$ cat src/rtl/wb_initiator_pkg.sv
// wb_initiator_pkg: shared Wishbone widths, FSM states and response status codes
package wb_initiator_pkg;
  localparam int WB_AW = 32;
  localparam int WB_DW = 32;
  localparam int WB_SW = WB_DW / 8;
  localparam int TMR_W = 16;
  typedef enum logic [1:0] {ST_IDLE, ST_BUS, ST_GAP, ST_RESP} state_t;
  typedef enum logic [1:0] {WB_ST_OK, WB_ST_ERR, WB_ST_TIMEOUT, WB_ST_RETRY} status_t;
  function automatic status_t term_status(input logic err, input logic ack, input logic rty);
    return err ? WB_ST_ERR : ack ? WB_ST_OK : rty ? WB_ST_RETRY : WB_ST_TIMEOUT;
  endfunction
endpackage

$ cat src/rtl/wb_cycle_timer.sv
// wb_cycle_timer: loadable down-counter with zero flag, shared by bus timeout and retry gap
module wb_cycle_timer
  import wb_initiator_pkg::*;
(
  input  logic             clk_i,
  input  logic             rst_ni,
  input  logic             load,
  input  logic [TMR_W-1:0] load_val,
  output logic             zero
);
  logic [TMR_W-1:0] cnt;
  always_ff @(posedge clk_i or negedge rst_ni)
    if (!rst_ni) cnt <= '0;
    else if (load) cnt <= load_val;
    else if (cnt != '0) cnt <= cnt - TMR_W'(1);
  assign zero = cnt == '0;
endmodule

$ cat src/rtl/wb_initiator.sv
// wb_initiator: Wishbone classic initiator with retry/timeout; WB_INITIATOR_STATS_EN adds OK/fail counters
module wb_initiator
  import wb_initiator_pkg::*;
#(
  parameter int TIMEOUT_CYCLES = 255,
  parameter int MAX_RETRIES    = 3,
  parameter int RETRY_GAP      = 2
) (
  input  logic             clk_i,
  input  logic             rst_ni,
  input  logic             req_valid_i,
  output logic             req_ready_o,
  input  logic             req_we_i,
  input  logic [WB_AW-1:0] req_adr_i,
  input  logic [WB_DW-1:0] req_dat_i,
  input  logic [WB_SW-1:0] req_sel_i,
  output logic             rsp_valid_o,
  input  logic             rsp_ready_i,
  output logic [WB_DW-1:0] rsp_dat_o,
  output logic [1:0]       rsp_status_o,
  output logic             cyc_o,
  output logic             stb_o,
  output logic             we_o,
  output logic [WB_AW-1:0] adr_o,
  output logic [WB_SW-1:0] sel_o,
  output logic [WB_DW-1:0] dat_o,
  input  logic [WB_DW-1:0] dat_i,
  input  logic             ack_i,
  input  logic             err_i,
  input  logic             rty_i
`ifdef WB_INITIATOR_STATS_EN
  ,
  output logic [15:0]      stat_ok_o,
  output logic [15:0]      stat_fail_o
`endif
);
  state_t state, state_d;
  logic [TMR_W-1:0] retry_cnt, load_val;
  logic load, tmr_zero, can_retry;
  assign req_ready_o = state == ST_IDLE;
  assign can_retry = retry_cnt < TMR_W'(MAX_RETRIES);
  wb_cycle_timer u_timer (.clk_i, .rst_ni, .load, .load_val, .zero(tmr_zero));
  // timer runs TIMEOUT_CYCLES-1..0 across a strobe, or RETRY_GAP-1..0 across a gap
  always_comb begin
    state_d = state;
    load = 1'b0;
    load_val = TMR_W'(TIMEOUT_CYCLES - 1);
    case (state)
      ST_IDLE: if (req_valid_i) begin
        state_d = ST_BUS;
        load = 1'b1;
      end
      ST_BUS: if (err_i || ack_i || (rty_i && !can_retry) || (!rty_i && tmr_zero)) state_d = ST_RESP;
      else if (rty_i) begin
        state_d = ST_GAP;
        load = 1'b1;
        load_val = TMR_W'(RETRY_GAP - 1);
      end
      ST_GAP: if (tmr_zero) begin
        state_d = ST_BUS;
        load = 1'b1;
      end
      default: if (rsp_ready_i) state_d = ST_IDLE;
    endcase
  end
  always_ff @(posedge clk_i or negedge rst_ni)
    if (!rst_ni) state <= ST_IDLE;
    else state <= state_d;
  always_ff @(posedge clk_i or negedge rst_ni)
    if (!rst_ni) begin
      cyc_o <= 1'b0;
      stb_o <= 1'b0;
      we_o <= 1'b0;
      adr_o <= '0;
      sel_o <= '0;
      dat_o <= '0;
      rsp_valid_o <= 1'b0;
      rsp_dat_o <= '0;
      rsp_status_o <= '0;
      retry_cnt <= '0;
    end else begin
      cyc_o <= state_d == ST_BUS;
      stb_o <= state_d == ST_BUS;
      rsp_valid_o <= state_d == ST_RESP;
      if (req_valid_i && req_ready_o) begin
        we_o <= req_we_i;
        adr_o <= req_adr_i;
        sel_o <= req_sel_i;
        dat_o <= req_dat_i;
        retry_cnt <= '0;
      end
      if (state == ST_BUS && state_d == ST_GAP) retry_cnt <= retry_cnt + TMR_W'(1);
      if (state == ST_BUS && state_d == ST_RESP) begin
        rsp_status_o <= term_status(err_i, ack_i, rty_i);
        rsp_dat_o <= (ack_i && !err_i && !we_o) ? dat_i : '0;
      end
    end
`ifdef WB_INITIATOR_STATS_EN
  always_ff @(posedge clk_i or negedge rst_ni)
    if (!rst_ni) begin
      stat_ok_o <= '0;
      stat_fail_o <= '0;
    end else if (rsp_valid_o && rsp_ready_i) begin
      if (rsp_status_o == WB_ST_OK && stat_ok_o != '1) stat_ok_o <= stat_ok_o + 16'd1;
      if (rsp_status_o != WB_ST_OK && stat_fail_o != '1) stat_fail_o <= stat_fail_o + 16'd1;
    end
`endif
endmodule

$ cat config.mk
export PLATFORM = sky130hd
export DESIGN_NAME = wb_initiator
export DESIGN_NICKNAME = d
export VERILOG_FILES = /design/src/rtl/wb_initiator_pkg.sv /design/src/rtl/wb_cycle_timer.sv /design/src/rtl/wb_initiator.sv
export SDC_FILE = /design/constraint.sdc
export NUM_CORES = 1
export LEC_CHECK = 0
export ABC_AREA = 1
export CELL_PAD_IN_SITES_DETAIL_PLACEMENT = 0
export CELL_PAD_IN_SITES_GLOBAL_PLACEMENT = 1
export CORE_ASPECT_RATIO = 1.25
export CORE_MARGIN = 5
export CORE_UTILIZATION = 33
export CTS_CLUSTER_DIAMETER = 60
export DETAILED_ROUTE_END_ITERATION = 10
export GPL_TIMING_DRIVEN = 0
export PLACE_DENSITY_LB_ADDON = 0.1
export SLEW_MARGIN = 5
export SYNTH_ARGS = -nofsm -noshare
export SYNTH_HDL_FRONTEND = slang
export SYNTH_HIERARCHICAL = 1
export SYNTH_SLANG_ARGS = --single-unit
$ cat constraint.sdc
create_clock -name clk_i -period 3.2 [get_ports clk_i]
set_input_delay 0.64 -clock clk_i [delete_from_list [all_inputs] [get_ports clk_i]]
set_output_delay 0.64 -clock clk_i [all_outputs]
set_load 0.01 [all_outputs]
; After elaboration in Yosys (flattened, before gate mapping)
; Cells that the tools add are included.
[word_totals]
register_bits = 139
latchBits = 0
mem_bits_rw = 0
rom_bits = 0
input_bits = 108
output_inout_bits = 107
word_cells = 60
mem_count = 0
[classes]
add_sub_neg = 2
mul = 0
div = 0
order_cmp = 1
eq_ne = 5
n_shift = 0
n_mux = 22
bitwise_logic = 0
reduce_logical = 19
[op_table]
columns = operator, count
row1 = 2-to-1 mux 16 bit, 5
row2 = 2-to-1 mux 32 bit, 1
row3 = adder 16 x 1 -> 16 bit (second input constant), 1
row4 = logical NOT 16 bit, 1
row5 = < comparator 16 x 2 -> 1 bit (second input constant), 1
row6 = 2-to-1 mux 8 bit, 2
row7 = nonzero test 16 bit, 1
row8 = subtractor 16 x 1 -> 16 bit (second input constant), 1
row9 = 2-to-1 mux 2 bit, 7
row10 = logical AND 1 bit, 7
row11 = equality test 2 bit (second input constant), 3
row12 = case mux 2 bit (3 select lines), 1
row13 = 2-to-1 mux 1 bit, 5
row14 = equality test 2 x 1 -> 1 bit (second input constant), 2
row15 = logical NOT 1 bit, 4
row16 = nonzero test 2 bit, 2
row17 = logical OR 1 bit, 3
row18 = case mux 1 bit (3 select lines), 1
row19 = logical NOT 2 bit, 1

; Depth between registers and ports, before layout
; Gate-level depths: netlist (run 1).
[depth]
word_depth = 10
mapped_depth = 19
mapped_depth_nobuf = 17

; Hierarchy
; Netlist (run 1), hierarchy kept.
[by_module_without_submodules]
columns = module, instances, cells_per_inst, area_per_inst_um2, seq_area_each_um2
row1 = wb_initiator, 1, 609, 5049.8, 3078.0
row2 = wb_cycle_timer, 1, 167, 1184.9, 400.4

; Least setup slack after synthesis (run 1)
; No wires, ideal clock.
[synth_path]
path_kind = register to register
start = register u_timer.cnt[0]
end = register u_timer.cnt[3]
setup_time_ns = 0.113
t_arrival_ns = 2.491
required_time_ns = 3.087
setup_slack_ns = 0.596
stages_incl_launch_ff = 18
n_path_buf = 2
synth_period_minus_slack_ns = 2.604
path_cell_list = dfrtp_1 > inv_1 > ha_1 > nand2_4 > nor2_4 > nand3_1 > nor3_1 > inv_1 > o21ai_1 > o21ai_1 > inv_2 > nand3_2 > nand2_1 > buf_2 > buf_2 > o21ai_0 > nand2_1 > inv_1
[synth_via]
elab_chain_cells = 6
word_cells_on_any_way = 13
cone_classes = 1 x add/sub / 7 x mux / 5 x reduce/logical
[synth_rtl]
columns = item, line
row1 = "start, declared", wb_cycle_timer.sv:11  ; logic [TMR_W-1:0] cnt;
row2 = "start signal, assigned", wb_cycle_timer.sv:14  ; else if (load) cnt <= load_val;
row3 = "start signal, assigned", wb_cycle_timer.sv:15  ; else if (cnt != '0) cnt <= cnt - TMR_W'(1);
row4 = logical NOT 16 bit (*), wb_cycle_timer.sv:16  ; assign zero = cnt == '0;
row5 = named net tmr_zero, wb_initiator.sv:39  ; logic load, tmr_zero, can_retry;
row6 = logical AND 1 bit, wb_initiator.sv:53  ; ST_BUS: if (err_i || ack_i || (rty_i && !can_retry) || (!rty_i && tmr_zero)) state_d = ST_RESP;
row7 = logical OR 1 bit, wb_initiator.sv:53
row8 = 2-to-1 mux 1 bit, wb_initiator.sv:53
row9 = case mux 1 bit (3 select lines) (*), wb_initiator.sv:48  ; case (state)
row10 = named net load, wb_initiator.sv:39
row11 = 2-to-1 mux 16 bit or nonzero test 2 bit (tied branches), n/a
; The timed path passes the listed nets; every way through them passes the cells marked *. The select of a mux whose other input is x is not followed.
; A chain may end at the register's enable or synchronous reset.

; Worst setup path in the final report (run 1)
; Ends and elaborated chain as after synthesis.

==> impl.org, run 1 <==
** Setup path
- Data on the critical path arrives at its endpoint at 3.15 ns.
- In this run the critical register-to-register path is launched from u_timer/cnt[0].
- Critical path launch point :: u_timer/cnt[0]
- Number of buffers and inverters on the critical path :: 6
- The worst setup path is of the reg -> reg kind.
- Max FO, Critical Path :: 12
- Length in cells of the worst reg-to-reg path :: 18
- The worst setup path is captured at a register.
- The endpoint identified for the worst register-to-register timing path is u_timer/cnt[3].
- The most critical setup path has its endpoint at u_timer/cnt[3].
- Cell count along the critical path :: 18
- Walking the worst path, the cells encountered are inv_1, ha_4, nand2_4, nor2_4, nand3_1, nor3_4, inv_1, o21ai_1, inv_1, nand3_1, nand2_2, nand3_4, nand2_1, buf_2, clkbuf_4, o21ai_0, nand2_1, inv_1.
- Worst setup slack for register-to-register paths :: between 0.3 and 0.4 ns
- The worst setup path is launched from a register.
- Among the stages of the critical path, the cell type that occurs most often is sky130_fd_sc_hd__inv_1.
- STA puts the critical path data required time at between 3 and 4 ns.
- Highest cell delay on the worst timing path :: approximately 0.4 ns
- For this design, the slowest cell found on the critical path is sky130_fd_sc_hd__dfrtp_1.
- Top cell family by delay on the critical path :: simple AND/OR/NAND/NOR gates

** Worst hold path
- Hold crit path type :: in -> async

** Placement
- Number of I/O port buffers :: about 210
- RD Place Congestion :: 0.780
- After legalization and detailed placement, the total HPWL measured around 13000 um.

** STA
- Achievable frequency :: ~360 MHz
- The worst path uses between 80% and 90% of the clock period.
- Final critical-path required period :: between 2 and 3 ns
- Summed over all failing endpoints, the final setup total negative slack is 0 ns.
- For the pin with the worst max-slew slack, the measured transition is 0.521 ns.
- Relative slew margins :: 65.3%
- Setup violations, final :: 0
- The final count of hold timing violations is 0.
- Clock tree skew after final layout :: between 0.01 and 0.015 ns
- The number of pins exceeding their max-slew limit in the final report came to 0.
- Setup repair after global routing left no endpoint under its margin.

** Pwr
- Total Power Consumption :: between 8 and 9 mW
- VDD sags by at most 0.425 mV.
- Areal power density over the cells :: approximately 900 mW/mm2
- Leakage Power :: between 4 and 5 nW

** Floorplan
- The total area inside the core boundary comes to between 0.015 and 0.02 mm2.
- 215 I/O pins were placed.
- The floorplan has 56 rows.
- Initial Utilization :: about a third
- Die area :: between 0.02 and 0.025 mm2
- The die is 133 um wide.
- Measured along the y axis, the die boundary spans 164 um.

** Clock tree
- Clock-pin slew was measured on the worst setup and hold paths at 0.06 ns.
- Buffers inserted during clock tree synthesis total 17.
- Largest buffer count on any clock path :: 2
- TritonCTS built the clock tree.
- Clock root buffer master :: sky130_fd_sc_hd__clkbuf_16
- Clock insertion delay at the later pin of the skew report :: ~0.42 ns
- Number of sinks handled by clock tree synthesis :: about 140
- The number of hold buffers added after CTS was 0.
- H-tree depth :: 4

** Detailed routing
- In this run the top signal layer used is met4.
- Met3 wire length :: 1560 um
- Summed over all layers, the routed wires come to roughly 17000 um.
- The first routing iteration left 250 violations.
- Via Count :: ~5500
- Detailed-router iteration count before antenna repair :: 4
- Sum of met2 wire segment lengths after detailed routing :: roughly 8100 um
- Wire length the detailed router placed on met1 :: around 7400 um
- The detail route stage leaves a number of antenna-violating nets equal to 0.
- After detailed routing, the average wire length per cell comes to 13.7 um.
- DRC violations left :: 0
- Dividing the detail-routed via count by the number of cells gives 4.32.

** Synth
- Of all flip-flops after synthesis, the portion carrying an async set or reset was 100%.
- Mean cell area of the mapped netlist :: 8.03 um2
- In the post-synthesis netlist, the cell with the most instances is sky130_fd_sc_hd__nand2_1.
- Sequential share of the synthesized area :: ~56%
- Yosys warning count :: 6
- Synth top area cells :: sky130_fd_sc_hd__dfrtp_1 56%, sky130_fd_sc_hd__nand2_1 21%, sky130_fd_sc_hd__nor2_1 4.6%, sky130_fd_sc_hd__inv_1 4.5%, sky130_fd_sc_hd__nand3_1 3.9%
- Most numerous cell types in the synthesized netlist :: 346 x sky130_fd_sc_hd__nand2_1, 139 x sky130_fd_sc_hd__dfrtp_1, 76 x sky130_fd_sc_hd__nor2_1, 75 x sky130_fd_sc_hd__inv_1, 49 x sky130_fd_sc_hd__nand3_1
- In the synthesized netlist the dominant register cell turns out to be sky130_fd_sc_hd__dfrtp_1.
- EDFF count, synth :: 0
- Summing every instance area after synthesis gives between 0.006 and 0.007 mm2.
- Syn Inst Count :: 776
- The top cell type by area accounts for a little under three fifths of the synthesized area.
- Cell type with the highest aggregate area in the netlist :: sky130_fd_sc_hd__dfrtp_1
- Counting flops and latches in the post-synthesis netlist gives ~140.
- Yosys mapped the design onto 31 distinct sky130hd cell types.

** Global routing
- Entering global routing, the biggest net connects 98 pins.
- The number of antenna violations at the first check in global routing was 0.
- Aggregate global-route resource usage :: roughly 16%
- Total congestion overflow after global routing :: 0
- The number of global-route vias before repair was 5500.
- Wire length of the first global-routing pass :: about 28000 um

** Job
- Max-cap violations :: 0

** Cells and area
- Fillcell total :: ~1900
- The repair_antennas step left the layout with diodes totalling 0.
- The post-route netlist has between 8 and 9% of its cells at a drive strength greater than 1.
- After the last flow step, the layout net total stands at about 1100.
- The area growth from synthesis to layout is 49.8%.

** Run status
- Status :: complete, no violations
==> cells by family (layout without fill, tap and decap cells) <==
logic type,after synthesis,count (layout),synth area share (%)
other,1,8,0.0601
flip-flops,139,139,55.8
adder cells (fa/ha/maj),2,2,0.401
XOR/XNOR,5,5,0.703
AND/OR/NAND/NOR,501,501,33.8
buffers and inverters,110,358,7.49
AO/OA/AOI/OAI,18,18,1.79
==> stage by stage <==
stage	instances	hold slack [ns]	util [%]	area, um2	setup slack [ns]
after floorplan	783	0.344	-	6260	0.596
after global placement	1229	0.453	46.5	8690	-4.69
after detailed placement	1230	0.457	46.6	8730	-0.157
after CTS	1262	0.112	49.8	9310	0.0586
after global routing	1263	0.126	49.9	9340	0.0125
final	1263	0.112	49.9	9340	0.397
==> per-layer routing <==
layer	track usage, %	up-vias
met2	26.0	156
li1	-	2814
met3	7.42	11
met1	19.4	2470
met5	0	-
met4	4.44	0
==> where the power goes <==
part / total, mW / switching (mW) / internal [mW]
combinational: 3.62 / 1.88 / 1.74
clock: 1.90 / 0.813 / 1.09
sequential: 2.87 / 0.430 / 2.45
==> timing repair <==
| item | CTS | global route |
|---|---|---|
| setup endpoints to repair | 3 | 8 |
| gates cloned | 0 | 0 |
| buffers inserted | 0 | 1 |
| resized for setup | 2 | 4 |
==> registers in the layout (all words and copies together), names as in the netlist, 2 cells and up <==
name          cells
adr_o            32
dat_o            32
rsp_dat_o        32
retry_cnt        16
u_timer/cnt      16
sel_o             4
rsp_status_o      2
state             2
==> how the worst min path moves through the flow <==
stage / slack, ns / end / from
final: 0.11 / u_timer/cnt[15] / rst_ni
after detailed placement: 0.46 / rsp_dat_o[30] / rsp_dat_o[30]
after global routing: 0.13 / adr_o[31] / rst_ni
after CTS: 0.11 / sel_o[3] / rst_ni
after floorplan: 0.34 / adr_o[0] / rst_ni
after global placement: 0.45 / rsp_dat_o[19] / rsp_dat_o[19]
==> layout make-up <==
class / instances / area, um2 / share of cell area (%)
multi-input cells: 534 / 2350 / 25.1
plain buffers: 32 / 176 / 1.89
inverters: 78 / 293 / 3.14
clock buffers: 18 / 429 / 4.60
well taps: 232 / 290 / 3.11
flip-flops and latches: 139 / 3480 / 37.2
repair buffers: 216 / 2180 / 23.4
clock inverters: 14 / 143 / 1.53
==> cell usage in the layout (no fill, tap or decap), types with 2 or more instances in the layout <==
master and count:
sky130_fd_sc_hd__inv_2 3, sky130_fd_sc_hd__a21oi_1 2, sky130_fd_sc_hd__buf_1 4, sky130_fd_sc_hd__clkinv_4 7
sky130_fd_sc_hd__o21ai_0 7, sky130_fd_sc_hd__nor2_2 6, sky130_fd_sc_hd__nand2_2 5, sky130_fd_sc_hd__nor2_1 76
sky130_fd_sc_hd__inv_8 2, sky130_fd_sc_hd__xnor2_1 2, sky130_fd_sc_hd__buf_4 3, sky130_fd_sc_hd__nand3_1 49
sky130_fd_sc_hd__dfrtp_1 139, sky130_fd_sc_hd__nand3b_1 4, sky130_fd_sc_hd__o21bai_2 3, sky130_fd_sc_hd__xor2_1 3
sky130_fd_sc_hd__buf_2 12, sky130_fd_sc_hd__nand2_1 346, sky130_fd_sc_hd__conb_1 8, sky130_fd_sc_hd__clkbuf_16 17
sky130_fd_sc_hd__nand3_4 4, sky130_fd_sc_hd__o21ai_1 5, sky130_fd_sc_hd__inv_1 75, sky130_fd_sc_hd__buf_6 4
sky130_fd_sc_hd__nor2_4 4, sky130_fd_sc_hd__clkdlybuf4s50_1 213, sky130_fd_sc_hd__nand2_4 2, sky130_fd_sc_hd__clkbuf_1 10
sky130_fd_sc_hd__clkinvlp_4 2
(Power assumes the default switching activity.)
==> inputs of run 2 (changes only) <==
--- a/config.mk
+++ b/config.mk
@@ -15,7 +15,7 @@
 export DETAILED_ROUTE_END_ITERATION = 10
 export GPL_TIMING_DRIVEN = 0
 export PLACE_DENSITY_LB_ADDON = 0.1
-export SLEW_MARGIN = 5
+export SLEW_MARGIN = 20
 export SYNTH_ARGS = -nofsm -noshare
 export SYNTH_HDL_FRONTEND = slang
 export SYNTH_HIERARCHICAL = 1
==> run 2 against run 1 <==
Net effect: sequential cell count did not move; register-to-register slack worse by 0.05 ns; hold slack got worse by 0.0033 ns.
==> impl.org, run 2 (synthesis results as in run 1) <==
** Run status
- Status: complete, no violations (unchanged).

** Placement
- Number of I/O port buffers :: 214 (unchanged)
- The final weighted congestion in routability-driven placement is 0.780 (unchanged).
- Minimum setup slack after placement :: -0.155 ns (was -0.157 ns)
- Cells after DPL :: 1230 (unchanged)
- The placed instance area is 0.00873 mm2 (unchanged).
- DP Wirelength :: 12500 um (about the same)

** Pwr
- The worst vdd rail ir drop came to 0.449 mV (was 0.425 mV).
- The total power divided by cell area is 904 mW/mm2 (was 899 mW/mm2).
- The leakage power figure was 4.79 nW (about the same).

** Floorplan
- Width of the die :: 133 um (unchanged)
- Std cell rows :: 56 (unchanged)
- Io pins :: 215 (unchanged)
- Die Ht :: 164 um (unchanged)
- Core region area :: 0.0187 mm2 (unchanged)
- The initial cell density of the core was 33.3% (unchanged).
- Die area :: 0.0218 mm2 (unchanged)

** Detailed routing
- DRC violations left :: 0 (unchanged)
- Detailed-router iteration count before antenna repair :: 5 (was 4)
- The number of violations reported at the end of detailed-routing iteration 0 came to 191 (was 250).
- Antenna-violating nets left :: 0 (unchanged)
- Routed len/inst :: 13.8 um (was 13.7 um)
- Vias per std cell :: 4.35 (was 4.32)
- The total number of vias was 5492 (was 5451).
- The total wire length came to 17400 um (was 17300 um).

** STA
- Final worst setup slack :: 0.348 ns (was 0.397 ns)
- Final Hold Viols :: 0 (unchanged)
- The number of pins exceeding their max-slew limit in the final report was 0 (unchanged).
- The fmax was 351 MHz (was 357 MHz).
- Setup violations, final :: 0 (unchanged)
- The worst clock skew is 0.0149 ns (was 0.0117 ns).
- Part of the cycle the worst path needs :: 89.1% (was 87.6%)
- RSZ-0062 raised after global routing :: false (unchanged)
- Final critical-path required period :: 2.85 ns (was 2.80 ns)
- The final setup TNS came to 0 ns (unchanged).

** Setup path
- The endpoint kind of the worst setup timing path is a register (unchanged).
- The data arrival time of the critical path was 3.20 ns (was 3.15 ns).
- Cell chain of the critical path :: inv_1, ha_2, nand2_4, nor2_4, nand3_1, nor3_4, inv_1, o21ai_1, inv_1, nand3_1, nand2_2, nand3_4, nand2_1, buf_2, clkbuf_4, o21ai_0, nand2_1, inv_1 (was inv_1, ha_4, nand2_4, nor2_4, nand3_1, nor3_4, inv_1, o21ai_1, inv_1, nand3_1, nand2_2, nand3_4, nand2_1, buf_2, clkbuf_4, o21ai_0, nand2_1, inv_1)
- The critical path buffer and inverter count is 6 (unchanged).
- Top cell family by delay on the critical path :: simple AND/OR/NAND/NOR gates (unchanged)
- Kind of launch point of the worst setup path :: register (unchanged)
- The most prevalent standard cell on the critical path is sky130_fd_sc_hd__inv_1 (unchanged).
- The critical-path maximum fanout is 12 (unchanged).
- Path type of the worst setup path :: reg -> reg (unchanged)
- Worst EP required :: 3.55 ns (about the same)
- The longest individual stage delay on the worst path came to 0.40 ns (about the same).
- Crit-path slowest cell :: sky130_fd_sc_hd__dfrtp_1 (unchanged)

** Global routing
- The total overflow reported by the global router was 0 (unchanged).
- The global-route wire length before repair was 28700 um (was 28200 um).
- The number of antenna violations at the first check in global routing is 0 (unchanged).
- Aggregate global-route resource usage :: 16.4% (was 16.1%)
- Number of global-route vias before repair :: 5588 (was 5500)
- Maximum number of pins on one net before global-route repair :: 91 (was 98)

** Job
- The number of max-cap violations is 0 (unchanged).

** Cells and area
- Regs by FF count :: adr_o (32), dat_o (32), rsp_dat_o (32) (unchanged)
- The share of final-layout standard cells stronger than drive strength 1 is 8.24% (unchanged).
- The final layout net count was 1128 (unchanged).
- Antenna Cells :: 0 (unchanged)
- The most common cell after layout, fill and taps aside is sky130_fd_sc_hd__nand2_1 (unchanged).
- The post-synthesis to final-layout area growth is 49.8% (about the same).
- Final instance count without filler cells :: 1263 (unchanged)
- Most frequent cells in the layout: 346 x sky130_fd_sc_hd__nand2_1, 213 x sky130_fd_sc_hd__clkdlybuf4s50_1, 139 x sky130_fd_sc_hd__dfrtp_1 (unchanged).
- Final cell area excluding filler cells :: 0.00934 mm2 (about the same)

** Clock tree
- Clock root buffer master :: sky130_fd_sc_hd__clkbuf_16 (unchanged)
- The number of buffers created by CTS was 17 (unchanged).
- The maximum level of the CTS H-tree was 4 (unchanged).
- Clk pin slew, worst setup/hold paths :: 0.06 ns (about the same)
- Number of sinks handled by clock tree synthesis :: 139 (unchanged)
- Largest buffer count on any clock path :: 2 (unchanged)
- Clock insertion delay at the later pin of the skew report :: 0.42 ns (about the same)
- The number of hold-repair buffers added at the cts stage came to 0 (unchanged).
- The CTS tree is built (unchanged).

** Worst hold path
- Hold crit path type :: in -> async (unchanged)
run 2: changes by cell type in the layout (fill, tap and decap cells not counted):
cell                         before  now
sky130_fd_sc_hd__bufinv_16        1    2
sky130_fd_sc_hd__ha_4             1    0
sky130_fd_sc_hd__clkinvlp_4       2    5
sky130_fd_sc_hd__clkbuf_8         0    1
sky130_fd_sc_hd__clkinv_2         1    2
sky130_fd_sc_hd__inv_8            2    0
sky130_fd_sc_hd__clkinv_4         7    2
sky130_fd_sc_hd__inv_6            1    2
sky130_fd_sc_hd__ha_2             0    1
run 2: routing by layer:
layer,track usage (%),part of all wire (%)
met2,26.7,48
met1,19.8,42
met5,0,0
met4,4.58,0.85
met3,7.12,8.9
run 2: final cells by class:
class	instances	area, um2
sequential	139	3480
tap	232	290
timing repair buffer	216	2180
fill	1854	9370
inverter	78	293
buffer	32	176
clock inverter	13	143
clock buffer	19	443
multi-input combinational	534	2340
run 2: path summary, 6_finish.rpt:
check                                     from              to  slack [ns]  cells past startpoint
max in group asynchronous               rst_ni       dat_o[20]        2.31                      2
worst min register to register   rsp_dat_o[12]   rsp_dat_o[12]        0.47                      2
min in group clk_i               rsp_dat_o[12]   rsp_dat_o[12]        0.47                      2
worst min-delay path                    rst_ni    rsp_dat_o[7]        0.11                      1
worst max-delay path            u_timer/cnt[0]  u_timer/cnt[3]        0.35                     18
worst max register to register  u_timer/cnt[0]  u_timer/cnt[3]        0.35                     18
run 2: report_power, final:
part / total [mW] / internal [mW] / switching (mW)
sequential: 2.88 / 2.45 / 0.433
clock: 1.96 / 1.17 / 0.789
combinational: 3.60 / 1.73 / 1.87
total: 8.44 / 5.35 / 3.10
run 2: through the flow:
step	power (mW)	util, %	hold WS [ns]
after floorplan	4.69	-	0.344
after global routing	9.12	49.9	0.156
after detailed placement	6.55	46.6	0.457
after CTS	8.59	49.8	0.133
final	8.44	49.9	0.109
after global placement	6.54	46.5	0.453
run 2: repair_timing:
item | CTS | global route
setup buffers | 0 | 1
gates resized for setup | 2 | 3
endpoints found under the setup margin | 3 | 4
==> inputs of run 3 (changes only) <==
==> constraint.sdc (replaced) <==
create_clock -name clk_i -period 2.7 [get_ports clk_i]
set_input_delay 0.54 -clock clk_i [delete_from_list [all_inputs] [get_ports clk_i]]
set_output_delay 0.54 -clock clk_i [all_outputs]
set_load 0.01 [all_outputs]
==> run 3 against run 2 <==
Net effect: sequential cell count unchanged; sequential power increased by 19%; non-clock buffer count increased by 6; hold slack got worse by 0.097 ns; die area unchanged; fmax increased by 14%; utilization increased by 0.47 points; cell area increased by 0.95%; critical path depth increased by 1; critical path type unchanged.
==> impl.org, run 3 (synthesis results as in run 1) <==
** Run status
- Status: complete, no violations (unchanged).

** Global routing
- The number of antenna violations at the first check in global routing came to 0 (unchanged).
- The number of global-route vias before repair was 5606 (was 5588).
- The overall global routing resource usage came to 16.4% (about the same).
- Total congestion overflow after global routing :: 0 (unchanged)
- The maximum number of pins on one net before global-route repair came to 91 (unchanged).
- Wire length of the first global-routing pass :: 28800 um (was 28700 um)

** STA
- Final count of pins violating max slew :: 0 (unchanged)
- The worst hold-check slack is 0.0113 ns (was 0.109 ns).
- Clock tree skew after final layout :: 0.0128 ns (was 0.0149 ns)
- The fmax is 399 MHz (was 351 MHz).
- The share of the cycle needed by the critical path after routing came to 92.9% (was 89.1%).
- Setup violations, final :: 0 (unchanged)
- Final Hold Viols :: 0 (unchanged)
- The final setup TNS was 0 ns (unchanged).
- Final worst setup slack :: 0.191 ns (was 0.348 ns)
- The time the worst path needs with I/O delays and setup was 2.51 ns (was 2.85 ns).

** Detailed routing
- The final antenna-violating net count is 0 (unchanged).
- The post-detailed-route via-to-cell ratio is 4.36 (was 4.35).
- The detailed-route DRC error count was 0 (unchanged).
- Wirelength, routed :: 17500 um (was 17400 um)
- Detailed-router iteration count before antenna repair :: 4 (was 5)
- The total number of vias is 5527 (was 5492).
- The number of violations reported at the end of detailed-routing iteration 0 is 188 (was 191).
- Routed len/inst :: 13.8 um (about the same)

** Setup path
- The cell with the biggest individual delay on the critical path is sky130_fd_sc_hd__dfrtp_1 (unchanged).
- The timing startpoint of the critical path is u_timer/cnt[1] (was u_timer/cnt[0]).
- The longest individual stage delay on the worst path is 0.37 ns (was 0.40 ns).
- The critical-path maximum fanout was 10 (was 12).
- The depth of the most critical reg-to-reg path came to 19 (was 18).
- The data required time of the critical path was 3.00 ns (was 3.55 ns).
- Kind of launch point of the worst setup path :: register (unchanged)
- The worst reg2reg path startpoint is u_timer/cnt[1] (was u_timer/cnt[0]).
- The data arrival time of the critical path is 2.81 ns (was 3.20 ns).
- Crit end category :: register (unchanged)
- Cell chain of the critical path :: inv_1, ha_4, nand2_4, nor2_4, nand3_4, nor3_4, inv_2, o21ai_2, inv_1, nand3_1, nand2_2, nand3_4, nand2_1, buf_4, buf_6, nand2_1, o21ai_2, nand2_1, inv_1 (was inv_1, ha_2, nand2_4, nor2_4, nand3_1, nor3_4, inv_1, o21ai_1, inv_1, nand3_1, nand2_2, nand3_4, nand2_1, buf_2, clkbuf_4, o21ai_0, nand2_1, inv_1)
- Path type of the worst setup path :: reg -> reg (unchanged)

** Placement
- The worst setup slack after placement was -0.655 ns (was -0.155 ns).
- The post-DP HPWL came to 12500 um (unchanged).
- RD Place Congestion :: 0.780 (unchanged)
- The number of cells in the design after placement came to 1230 (unchanged).
- Number of I/O port buffers :: 214 (unchanged)
- The placed instance area came to 0.00873 mm2 (unchanged).

** Pwr
- Areal power density over the cells :: 1070 mW/mm2 (was 904 mW/mm2)
- Total Power Consumption :: 10.1 mW (was 8.44 mW)
- The worst vdd rail ir drop is 0.523 mV (was 0.449 mV).
- The leakage power figure was 4.83 nW (was 4.79 nW).

** Floorplan
- Core region area :: 0.0187 mm2 (unchanged)
- Initial Utilization :: 33.3% (unchanged)
- The overall die area is 0.0218 mm2 (unchanged).
- The x dimension of the die came to 133 um (unchanged).
- Die Ht :: 164 um (unchanged)
- The number of ports placed on the die boundary was 215 (unchanged).
- The number of standard-cell rows in the floorplan was 56 (unchanged).

** Clock tree
- Clk pin slew, worst setup/hold paths :: 0.06 ns (about the same)
- Clock insertion delay at the later pin of the skew report :: 0.42 ns (about the same)
- The number of buffers created by CTS came to 17 (unchanged).
- Clock root buffer master :: sky130_fd_sc_hd__clkbuf_16 (unchanged)
- The maximum level of the CTS H-tree came to 4 (unchanged).
- The clock sink total was 139 (unchanged).
- The CTS tree was built (unchanged).
- Largest buffer count on any clock path :: 2 (unchanged)

** Cells and area
- Commonest non-fill, non-tap cell in the layout :: sky130_fd_sc_hd__nand2_1 (unchanged)
- Net count reported at finish :: 1134 (was 1128)
- The post-synthesis to final-layout area growth was 51.3% (was 49.8%).
- Final instance count without filler cells :: 1269 (was 1263)
- Antenna Cells :: 0 (unchanged)
- Regs by FF count :: adr_o (32), dat_o (32), rsp_dat_o (32) (unchanged)
- Final cell area excluding filler cells :: 0.00943 mm2 (was 0.00934 mm2)
- The share of final-layout standard cells stronger than drive strength 1 came to 9.55% (was 8.24%).
- Most frequent cells in the layout :: 346 x sky130_fd_sc_hd__nand2_1, 213 x sky130_fd_sc_hd__clkdlybuf4s50_1, 139 x sky130_fd_sc_hd__dfrtp_1 (unchanged)
- Utilization after layout :: 50.4% (was 49.9%)

** Worst hold path
- The type of the tightest min-delay check was in -> async (unchanged).

** Job
- Max-cap violations :: 0 (unchanged)
run 3: cell count changes in the layout (fill, tap and decap cells not counted), sizes merged:
cell  before  now
buf       25   31
run 3: power breakdown:
part	internal, mW	switching, mW
clock	1.39	0.936
sequential	2.90	0.517
combinational	2.13	2.26
total	6.42	3.71
run 3: critical path: cells and delay by family (launching register included):
family	cells	cell delay [ns]
and+or+nand+nor	10	1.07
DFF	1	0.37
AOI/OAI and AO/OA	2	0.18
buffers and inverters	6	0.59
adders and majority gates	1	0.18
run 3: timing repair:
action                     4_1_cts  5_1_grt
pin swaps                        1        3
setup endpoints to repair       48       36
hold buffers                     0        0
gates cloned                     0        0
buffers inserted                 2        5
resized for setup                8       12
run 3: path summary, 6_finish.rpt:
path	to	slack (ns)
min in group clk_i	rsp_dat_o[12]	0.47
worst min-delay path	rsp_dat_o[7]	0.01
worst max-delay path	u_timer/cnt[3]	0.19
max in group asynchronous	adr_o[5]	1.92
worst min register to register	rsp_dat_o[12]	0.47
worst max register to register	u_timer/cnt[3]	0.19
run 3: final cells by class:
class | count | area, um2
repair buffers | 222 | 2230
plain buffers | 32 | 188
inverters | 78 | 293
well taps | 232 | 290
multi-input cells | 534 | 2370
clock buffers | 19 | 443
clock inverters | 13 | 143
fillers | 1838 | 9280
flip-flops and latches | 139 | 3480
run 3: layer usage:
| layer | part of all wire [%] | track usage (%) |
|---|---|---|
| met3 | 8.7 | 7.12 |
| met5 | 0 | 0 |
| met4 | 1.0 | 4.91 |
| met2 | 48 | 26.7 |
| met1 | 42 | 19.7 |
